==> src/rtl/vec_pkg.sv <==
// Shared RVV encoding constants and types for the vector issue front end and lane controller.
package vec_pkg;

    localparam logic [6:0] OPC_OPV   = 7'b1010111;
    localparam logic [6:0] OPC_LOAD  = 7'b0000111;
    localparam logic [6:0] OPC_STORE = 7'b0100111;

    localparam logic [2:0] F3_OPIVV = 3'b000;
    localparam logic [2:0] F3_OPMVV = 3'b010;
    localparam logic [2:0] F3_OPCFG = 3'b111;

    localparam logic [5:0] F6_VADD = 6'b000000;
    localparam logic [5:0] F6_VSUB = 6'b000010;
    localparam logic [5:0] F6_VAND = 6'b001001;
    localparam logic [5:0] F6_VOR  = 6'b001010;
    localparam logic [5:0] F6_VXOR = 6'b001011;
    localparam logic [5:0] F6_VMUL = 6'b100101;

    localparam int unsigned VT_VSEW_LSB = 3;
    localparam int unsigned VT_VTA      = 6;
    localparam int unsigned VT_VMA      = 7;
    localparam int unsigned VT_VILL     = 15;

    typedef enum logic [2:0] {
        ALU_ADD = 3'd0,
        ALU_SUB = 3'd1,
        ALU_AND = 3'd2,
        ALU_OR  = 3'd3,
        ALU_XOR = 3'd4,
        ALU_MUL = 3'd5
    } alu_op_e;

    typedef enum logic [1:0] {
        CLS_ILLEGAL,
        CLS_ALU,
        CLS_LS,
        CLS_CFG
    } instr_class_e;

    // Vector load/store width encodings (8/16/32/64-bit elements).
    function automatic logic is_vec_width(input logic [2:0] width);
        return (width == 3'b000) || (width == 3'b101) || (width == 3'b110) || (width == 3'b111);
    endfunction

endpackage

==> src/rtl/vector_instr_decoder_vl_calc.sv <==
// vsetvli arithmetic: derives vtype and vl from zimm and the requested AVL.
module vl_calc
    import vec_pkg::*;
#(
    parameter int unsigned VLEN = 256,
    parameter int unsigned VL_W = 9
) (
    input  logic [10:0]     zimm,
    input  logic [31:0]     avl,
    input  logic            rs1_zero,
    output logic [15:0]     vtype,
    output logic [VL_W-1:0] vl,
    output logic            vill
);

    logic [2:0]  vlmul;
    logic [2:0]  vsew;
    logic [31:0] vlmax;
    logic [31:0] avl_eff;
    logic [31:0] vl_full;
    logic        unused_bits;

    assign vlmul = zimm[2:0];
    assign vsew  = zimm[5:3];

    always_comb begin
        vtype   = '0;
        vl      = '0;
        vill    = vlmul[2] | vsew[2];
        vlmax   = (32'(VLEN) >> (32'd3 + 32'(vsew))) << vlmul;
        avl_eff = rs1_zero ? vlmax : avl;
        // full 32-bit compare so a large AVL cannot wrap below VLMAX
        vl_full = (avl_eff < vlmax) ? avl_eff : vlmax;
        if (vill) begin
            vtype[VT_VILL] = 1'b1;
        end else begin
            vtype[2:0]                       = vlmul;
            vtype[VT_VSEW_LSB +: 3]          = vsew;
            vtype[VT_VTA]                    = zimm[6];
            vtype[VT_VMA]                    = zimm[7];
            vl                               = vl_full[VL_W-1:0];
        end
    end

    assign unused_bits = ^{zimm[10:8], vl_full[31:VL_W]};

endmodule

==> src/rtl/vector_instr_decoder.sv <==
// RVV issue front end: handshakes instructions, decodes them for the lane controller, owns vtype/vl.
module vector_instr_decoder
    import vec_pkg::*;
#(
    parameter int unsigned VLEN    = 256,
    parameter int unsigned TIMEOUT = 1023,
    parameter int unsigned VL_W    = $clog2(VLEN) + 1
) (
    input  logic            clk,
    input  logic            rstn,
    input  logic            instr_valid,
    output logic            instr_ready,
    input  logic [31:0]     instr,
    input  logic [31:0]     avl_i,
    input  logic            ctrl_done,
    output logic [2:0]      ALU_op,
    output logic [4:0]      address_s1,
    output logic [4:0]      address_s2,
    output logic [4:0]      address_dest,
    output logic            is_alu_op,
    output logic            is_load_store_op,
    output logic            is_vlen_op,
    output logic [15:0]     vtype_o,
    output logic [VL_W-1:0] vl_o,
    output logic            instr_retired,
    output logic            illegal_instr,
    output logic            timeout_err
);

    localparam int unsigned CNT_W = $clog2(TIMEOUT + 1);

    typedef enum logic [1:0] {IDLE, BUSY, CFG} state_e;

    state_e       state, state_nxt;
    instr_class_e cls;
    alu_op_e      dec_op, alu_op_q;
    logic         accept;
    logic         is_ls_q;
    logic [CNT_W-1:0] cnt;
    logic [10:0]  zimm_q;
    logic [31:0]  avl_q;
    logic         rs1_zero_q;
    logic [15:0]  calc_vtype;
    logic [VL_W-1:0] calc_vl;
    logic         calc_vill;
    logic         retire_nxt, illegal_nxt, timeout_nxt, vlen_nxt;

    assign instr_ready      = (state == IDLE);
    assign accept           = instr_valid & instr_ready;
    assign is_alu_op        = (state == BUSY) & ~is_ls_q;
    assign is_load_store_op = (state == BUSY) & is_ls_q;
    assign ALU_op           = alu_op_q;

    always_comb begin
        cls    = CLS_ILLEGAL;
        dec_op = ALU_ADD;
        case (instr[6:0])
            OPC_OPV: begin
                if (instr[14:12] == F3_OPIVV) begin
                    cls = CLS_ALU;
                    case (instr[31:26])
                        F6_VADD: dec_op = ALU_ADD;
                        F6_VSUB: dec_op = ALU_SUB;
                        F6_VAND: dec_op = ALU_AND;
                        F6_VOR:  dec_op = ALU_OR;
                        F6_VXOR: dec_op = ALU_XOR;
                        default: cls    = CLS_ILLEGAL;
                    endcase
                end else if (instr[14:12] == F3_OPMVV && instr[31:26] == F6_VMUL) begin
                    cls    = CLS_ALU;
                    dec_op = ALU_MUL;
                end else if (instr[14:12] == F3_OPCFG && !instr[31]) begin
                    cls = CLS_CFG;
                end
            end
            OPC_LOAD, OPC_STORE: begin
                if (is_vec_width(instr[14:12])) cls = CLS_LS;
            end
            default: ;
        endcase
    end

    always_ff @(posedge clk or negedge rstn) begin
        if (!rstn) state <= IDLE;
        else       state <= state_nxt;
    end

    always_comb begin
        state_nxt   = state;
        retire_nxt  = 1'b0;
        illegal_nxt = 1'b0;
        timeout_nxt = 1'b0;
        vlen_nxt    = 1'b0;
        case (state)
            IDLE: begin
                if (accept) begin
                    case (cls)
                        CLS_ALU, CLS_LS: begin
                            if (vl_o != '0) state_nxt  = BUSY;
                            else            retire_nxt = 1'b1;
                        end
                        CLS_CFG: state_nxt   = CFG;
                        default: illegal_nxt = 1'b1;
                    endcase
                end
            end
            BUSY: begin
                if (ctrl_done) begin
                    state_nxt  = IDLE;
                    retire_nxt = 1'b1;
                end else if (cnt == CNT_W'(TIMEOUT - 1)) begin
                    state_nxt   = IDLE;
                    timeout_nxt = 1'b1;
                end
            end
            CFG: begin
                state_nxt  = IDLE;
                retire_nxt = 1'b1;
                vlen_nxt   = 1'b1;
            end
            default: state_nxt = IDLE;
        endcase
    end

    always_ff @(posedge clk or negedge rstn) begin
        if (!rstn) begin
            instr_retired <= 1'b0;
            illegal_instr <= 1'b0;
            timeout_err   <= 1'b0;
            is_vlen_op    <= 1'b0;
            cnt           <= '0;
        end else begin
            instr_retired <= retire_nxt;
            illegal_instr <= illegal_nxt;
            timeout_err   <= timeout_nxt;
            is_vlen_op    <= vlen_nxt;
            cnt           <= (state == BUSY) ? cnt + 1'b1 : '0;
        end
    end

    // Fields and vsetvli operands are captured on every accepted transfer.
    always_ff @(posedge clk or negedge rstn) begin
        if (!rstn) begin
            alu_op_q     <= ALU_ADD;
            is_ls_q      <= 1'b0;
            address_s1   <= '0;
            address_s2   <= '0;
            address_dest <= '0;
            zimm_q       <= '0;
            avl_q        <= '0;
            rs1_zero_q   <= 1'b0;
        end else if (accept) begin
            alu_op_q     <= dec_op;
            is_ls_q      <= (cls == CLS_LS);
            address_s1   <= instr[19:15];
            address_s2   <= instr[24:20];
            address_dest <= instr[11:7];
            zimm_q       <= instr[30:20];
            avl_q        <= avl_i;
            rs1_zero_q   <= (instr[19:15] == 5'd0);
        end
    end

    always_ff @(posedge clk or negedge rstn) begin
        if (!rstn) begin
            vtype_o <= '0;
            vl_o    <= '0;
        end else if (state == CFG) begin
            vtype_o <= calc_vtype;
            vl_o    <= calc_vill ? '0 : calc_vl;
        end
    end

    vl_calc #(
        .VLEN (VLEN),
        .VL_W (VL_W)
    ) u_vl_calc (
        .zimm     (zimm_q),
        .avl      (avl_q),
        .rs1_zero (rs1_zero_q),
        .vtype    (calc_vtype),
        .vl       (calc_vl),
        .vill     (calc_vill)
    );

endmodule

==> config.mk <==
export PLATFORM = sky130hd
export DESIGN_NAME = vector_instr_decoder
export DESIGN_NICKNAME = d
export VERILOG_FILES = /design/src/rtl/vec_pkg.sv /design/src/rtl/vector_instr_decoder_vl_calc.sv /design/src/rtl/vector_instr_decoder.sv
export SDC_FILE = /design/constraint.sdc
export NUM_CORES = 1
export LEC_CHECK = 0
export ABC_AREA = 0
export CORE_MARGIN = 1.5
export CORE_UTILIZATION = 55
export CTS_CLUSTER_DIAMETER = 30
export DETAILED_ROUTE_END_ITERATION = 12
export GPL_ROUTABILITY_DRIVEN = 0
export PLACE_DENSITY = 0.91
export SLEW_MARGIN = 20
export SYNTH_ARGS = -nofsm -noshare
export SYNTH_HDL_FRONTEND = slang
export SYNTH_HIERARCHICAL = 1
export SYNTH_SLANG_ARGS = --single-unit
==> constraint.sdc <==
create_clock -name clk -period 6.11 [get_ports clk]
set_input_delay 1.222 -clock clk [delete_from_list [all_inputs] [get_ports clk]]
set_output_delay 1.222 -clock clk [all_outputs]
set_load 0.01 [all_outputs]
==> metrics.txt <==
# TYPE chip_impl_metric gauge
chip_impl_info{name="run_status",value="completed"} 1
chip_impl_metric{name="finish.instance_area",unit="sq um"} 6660
chip_impl_metric{name="instances_no_fill",unit=""} 816
chip_impl_metric{name="timing.critical_path.required",unit="ns"} 6.35
chip_impl_metric{name="clock_tree.buffer_depth",unit=""} 2
chip_impl_metric{name="cts.repair.resized",unit=""} 0
chip_impl_metric{name="mappedNetlistArea",unit="sq um"} 5410
chip_impl_info{name="path_class",value="flop to flop"} 1
chip_impl_metric{name="clock_latency",unit="ns"} 0.37
chip_impl_metric{name="nNetsFinal",unit=""} 763
chip_impl_metric{name="ctsHtreeMaxLevel",unit=""} 3
chip_impl_metric{name="postSynthCellCount",unit=""} 584
chip_impl_metric{name="p_leak",unit="nW"} 3.04
chip_impl_metric{name="fmax",unit="MHz"} 276
chip_impl_info{name="timing.critical_path.to_type",value="flop"} 1
chip_impl_metric{name="setup_viol",unit=""} 0
chip_impl_info{name="worstPathCellList",value="nor2_1 -> inv_2 -> o221a_2 -> a21oi_1 -> ha_1 -> nand4_1 -> nand3_1 -> a21oi_2 -> o211ai_4 -> mux2_4 -> nand2b_1 -> o21ai_0"} 1
chip_impl_metric{name="worst-endpoint-arrival",unit="ns"} 3.86
chip_impl_metric{name="post-cts-setup-buffers",unit=""} 0
chip_impl_metric{name="finalCoreUtilization",unit="%"} 69.1
chip_impl_metric{name="numPortBuffers",unit=""} 117
chip_impl_metric{name="detail_route.wirelength.met1",unit="microns"} 5190
chip_impl_metric{name="first_global_vias",unit=""} 4078
chip_impl_metric{name="grt_start_max_net_pins",unit=""} 70
chip_impl_metric{name="timing.final.max_slew_violations",unit=""} 0
chip_impl_metric{name="core_area",unit="sq um"} 9640
chip_impl_metric{name="grt_antenna_before_repair",unit=""} 0
chip_impl_metric{name="p_total",unit="mW"} 1.62
chip_impl_metric{name="critPathBufInv",unit=""} 1
chip_impl_metric{name="grt_util_all_layers",unit="%"} 23.5
chip_impl_metric{name="post_route_cells_drive_above_1_share",unit="%"} 8.49
chip_impl_metric{name="cts-buffers-inserted",unit=""} 9
chip_impl_metric{name="floorplan.initialDensity",unit="%"} 56.2
chip_impl_metric{name="clkTransAtPathRegs",unit="ns"} 0.10
chip_impl_metric{name="routed_wire_length_per_instance",unit="microns"} 14.4
chip_impl_metric{name="finalCriticalPeriod",unit="ns"} 3.62
chip_impl_metric{name="numClockSinks",unit=""} 96
chip_impl_metric{name="clock_skew",unit="ns"} 0.0125
chip_impl_metric{name="vias",unit=""} 4359
chip_impl_info{name="unrepaired_setup_endpoints_after_global_routing",value="no"} 1
chip_impl_info{name="critPathTopFamily",value="compound AO/OA/AOI/OAI gates"} 1
chip_impl_metric{name="vias_per_cell",unit=""} 5.34
chip_impl_info{name="tritoncts",value="built"} 1
chip_impl_metric{name="drt_pass1_iterations",unit=""} 4
chip_impl_metric{name="routed-wl-met3",unit="microns"} 654
chip_impl_metric{name="worst_slew_pin_tran",unit="ns"} 0.985
chip_impl_metric{name="die_height",unit="microns"} 102
chip_impl_metric{name="post_cts_hold_buffer_count",unit=""} 0
chip_impl_metric{name="die_area",unit="sq um"} 10400
chip_impl_metric{name="synth_warnings",unit=""} 6
chip_impl_metric{name="avgSynthCellArea",unit="sq um"} 9.27
chip_impl_metric{name="antenna_cells",unit=""} 0
chip_impl_metric{name="grt_pass1_wl",unit="microns"} 19200
chip_impl_metric{name="hold_violations",unit=""} 0
chip_impl_metric{name="cp_max_fo",unit=""} 18
chip_impl_metric{name="met2_length",unit="microns"} 5800
chip_impl_metric{name="die_width",unit="microns"} 102
chip_impl_metric{name="timing.max_slew.rel_slack",unit="%"} 34.3
chip_impl_metric{name="core.rowCount",unit=""} 36
chip_impl_metric{name="wl",unit="microns"} 11800
chip_impl_info{name="hold_removal_path_class",value="flop to flop"} 1
chip_impl_metric{name="synthToLayoutAreaGrowth",unit="%"} 23.1
chip_impl_metric{name="period_share",unit="%"} 59.3
chip_impl_metric{name="io_pins",unit=""} 118
chip_impl_metric{name="postRouteAntennaNets",unit=""} 0
chip_impl_metric{name="hpwlAfterDp",unit="microns"} 8570
chip_impl_metric{name="globalRouteOverflowTotal",unit=""} 0
chip_impl_metric{name="vdd_drop_max",unit="uV"} 150
chip_impl_info{name="critical_path_start_type",value="flop"} 1
chip_impl_info{name="cts-root-buf",value="clkbuf_8"} 1
chip_impl_metric{name="timing.setup.tns",unit="ns"} 0
chip_impl_metric{name="dpl_cell_area",unit="sq um"} 6470
chip_impl_metric{name="count_of_unresolved_drc_violations_after_routing",unit=""} 0
chip_impl_info{name="routed.top_layer",value="met4"} 1
chip_impl_info{name="critical-path-slowest-cell",value="nor2_1"} 1
chip_impl_metric{name="placedCellCount",unit=""} 800
chip_impl_metric{name="timing.critical_path.slowest_cell_delay",unit="ns"} 0.73
chip_impl_metric{name="power.density",unit="nW/um^2"} 242
chip_impl_metric{name="first_iter_violations",unit=""} 266
chip_impl_metric{name="cap_viol_max_count",unit=""} 0
==> area by class of cell <==
| type | count | area (sq um) |
|---|---|---|
| clock buffer | 11 | 141 |
| inverter | 14 | 52.6 |
| sequential | 96 | 2400 |
| multi-input combinational | 439 | 2680 |
| clock inverter | 5 | 40.0 |
| timing repair buffer | 118 | 1180 |
| tap | 133 | 166 |
| fill | 751 | 2980 |
==> layout by cell type (no fill, tap or decap), drive strengths merged, types with 9 or more instances in the layout <==
cell           instances
clkbuf                11
clkdlybuf4s50        116
conb                   9
dfrtp                 96
ha                    17
inv                   15
mux2                  22
mux2i                 10
nand2                179
nand2b                21
nand3                 11
nor2                  30
nor4                   9
o21ai                 23
==> final timing paths <==
kind,slack (ns),cells past startpoint,endpoint,start
worst min register to register,0.48,2,avl_q[1]$_DFFE_PN0P_,avl_q[1]$_DFFE_PN0P_
worst max-delay path,2.49,12,vl_o[6]$_DFFE_PN0P_,address_s2[2]$_DFFE_PN0P_
worst max register to register,2.49,12,vl_o[6]$_DFFE_PN0P_,address_s2[2]$_DFFE_PN0P_
min in group asynchronous,0.75,1,cnt[3]$_DFF_PN0_,rstn
max in group asynchronous,4.17,2,address_s2[1]$_DFFE_PN0P_,rstn
worst min-delay path,0.48,2,avl_q[1]$_DFFE_PN0P_,avl_q[1]$_DFFE_PN0P_
==> sequential cells by signal, indices dropped and copies added, names as in the netlist <==
register,flops
avl_q,32
vtype_o,16
cnt,10
vl_o,9
address_dest,5
address_s1,5
address_s2,4
zimm_q,4
ALU_op,3
state,2
illegal_instr,1
instr_retired,1
is_ls_q,1
is_vlen_op,1
rs1_zero_q,1
timeout_err,1
==> per-layer routing <==
| layer | GRT usage, % | up-vias |
|---|---|---|
| li1 | - | 2128 |
| met1 | 31.9 | 2086 |
| met2 | 37.3 | 132 |
| met3 | 6.63 | 13 |
| met4 | 6.53 | 0 |
| met5 | 0 | - |
==> through the flow <==
stage          hold slack [ns]  setup slack [ns]
4_1_cts                  0.484              2.49
6_report                 0.478              2.49
5_1_grt                  0.508              2.09
2_1_floorplan            0.437              3.06
3_5_place_dp             0.461              2.51
3_3_place_gp             0.454              2.70
==> power breakdown <==
group / total [mW] / leakage, nW / internal (mW) / switching, mW
Clock: 0.388 / 0.0822 / 0.161 / 0.226
Sequential: 0.778 / 1.23 / 0.706 / 0.0727
Combinational: 0.449 / 1.73 / 0.215 / 0.234
==> tightest hold or removal path, stage by stage (launching register included) <==
cell and delay, ns:
dfrtp_1 0.35, nand2_1 0.05, nand2_1 0.05
(Power assumes the default switching activity.)
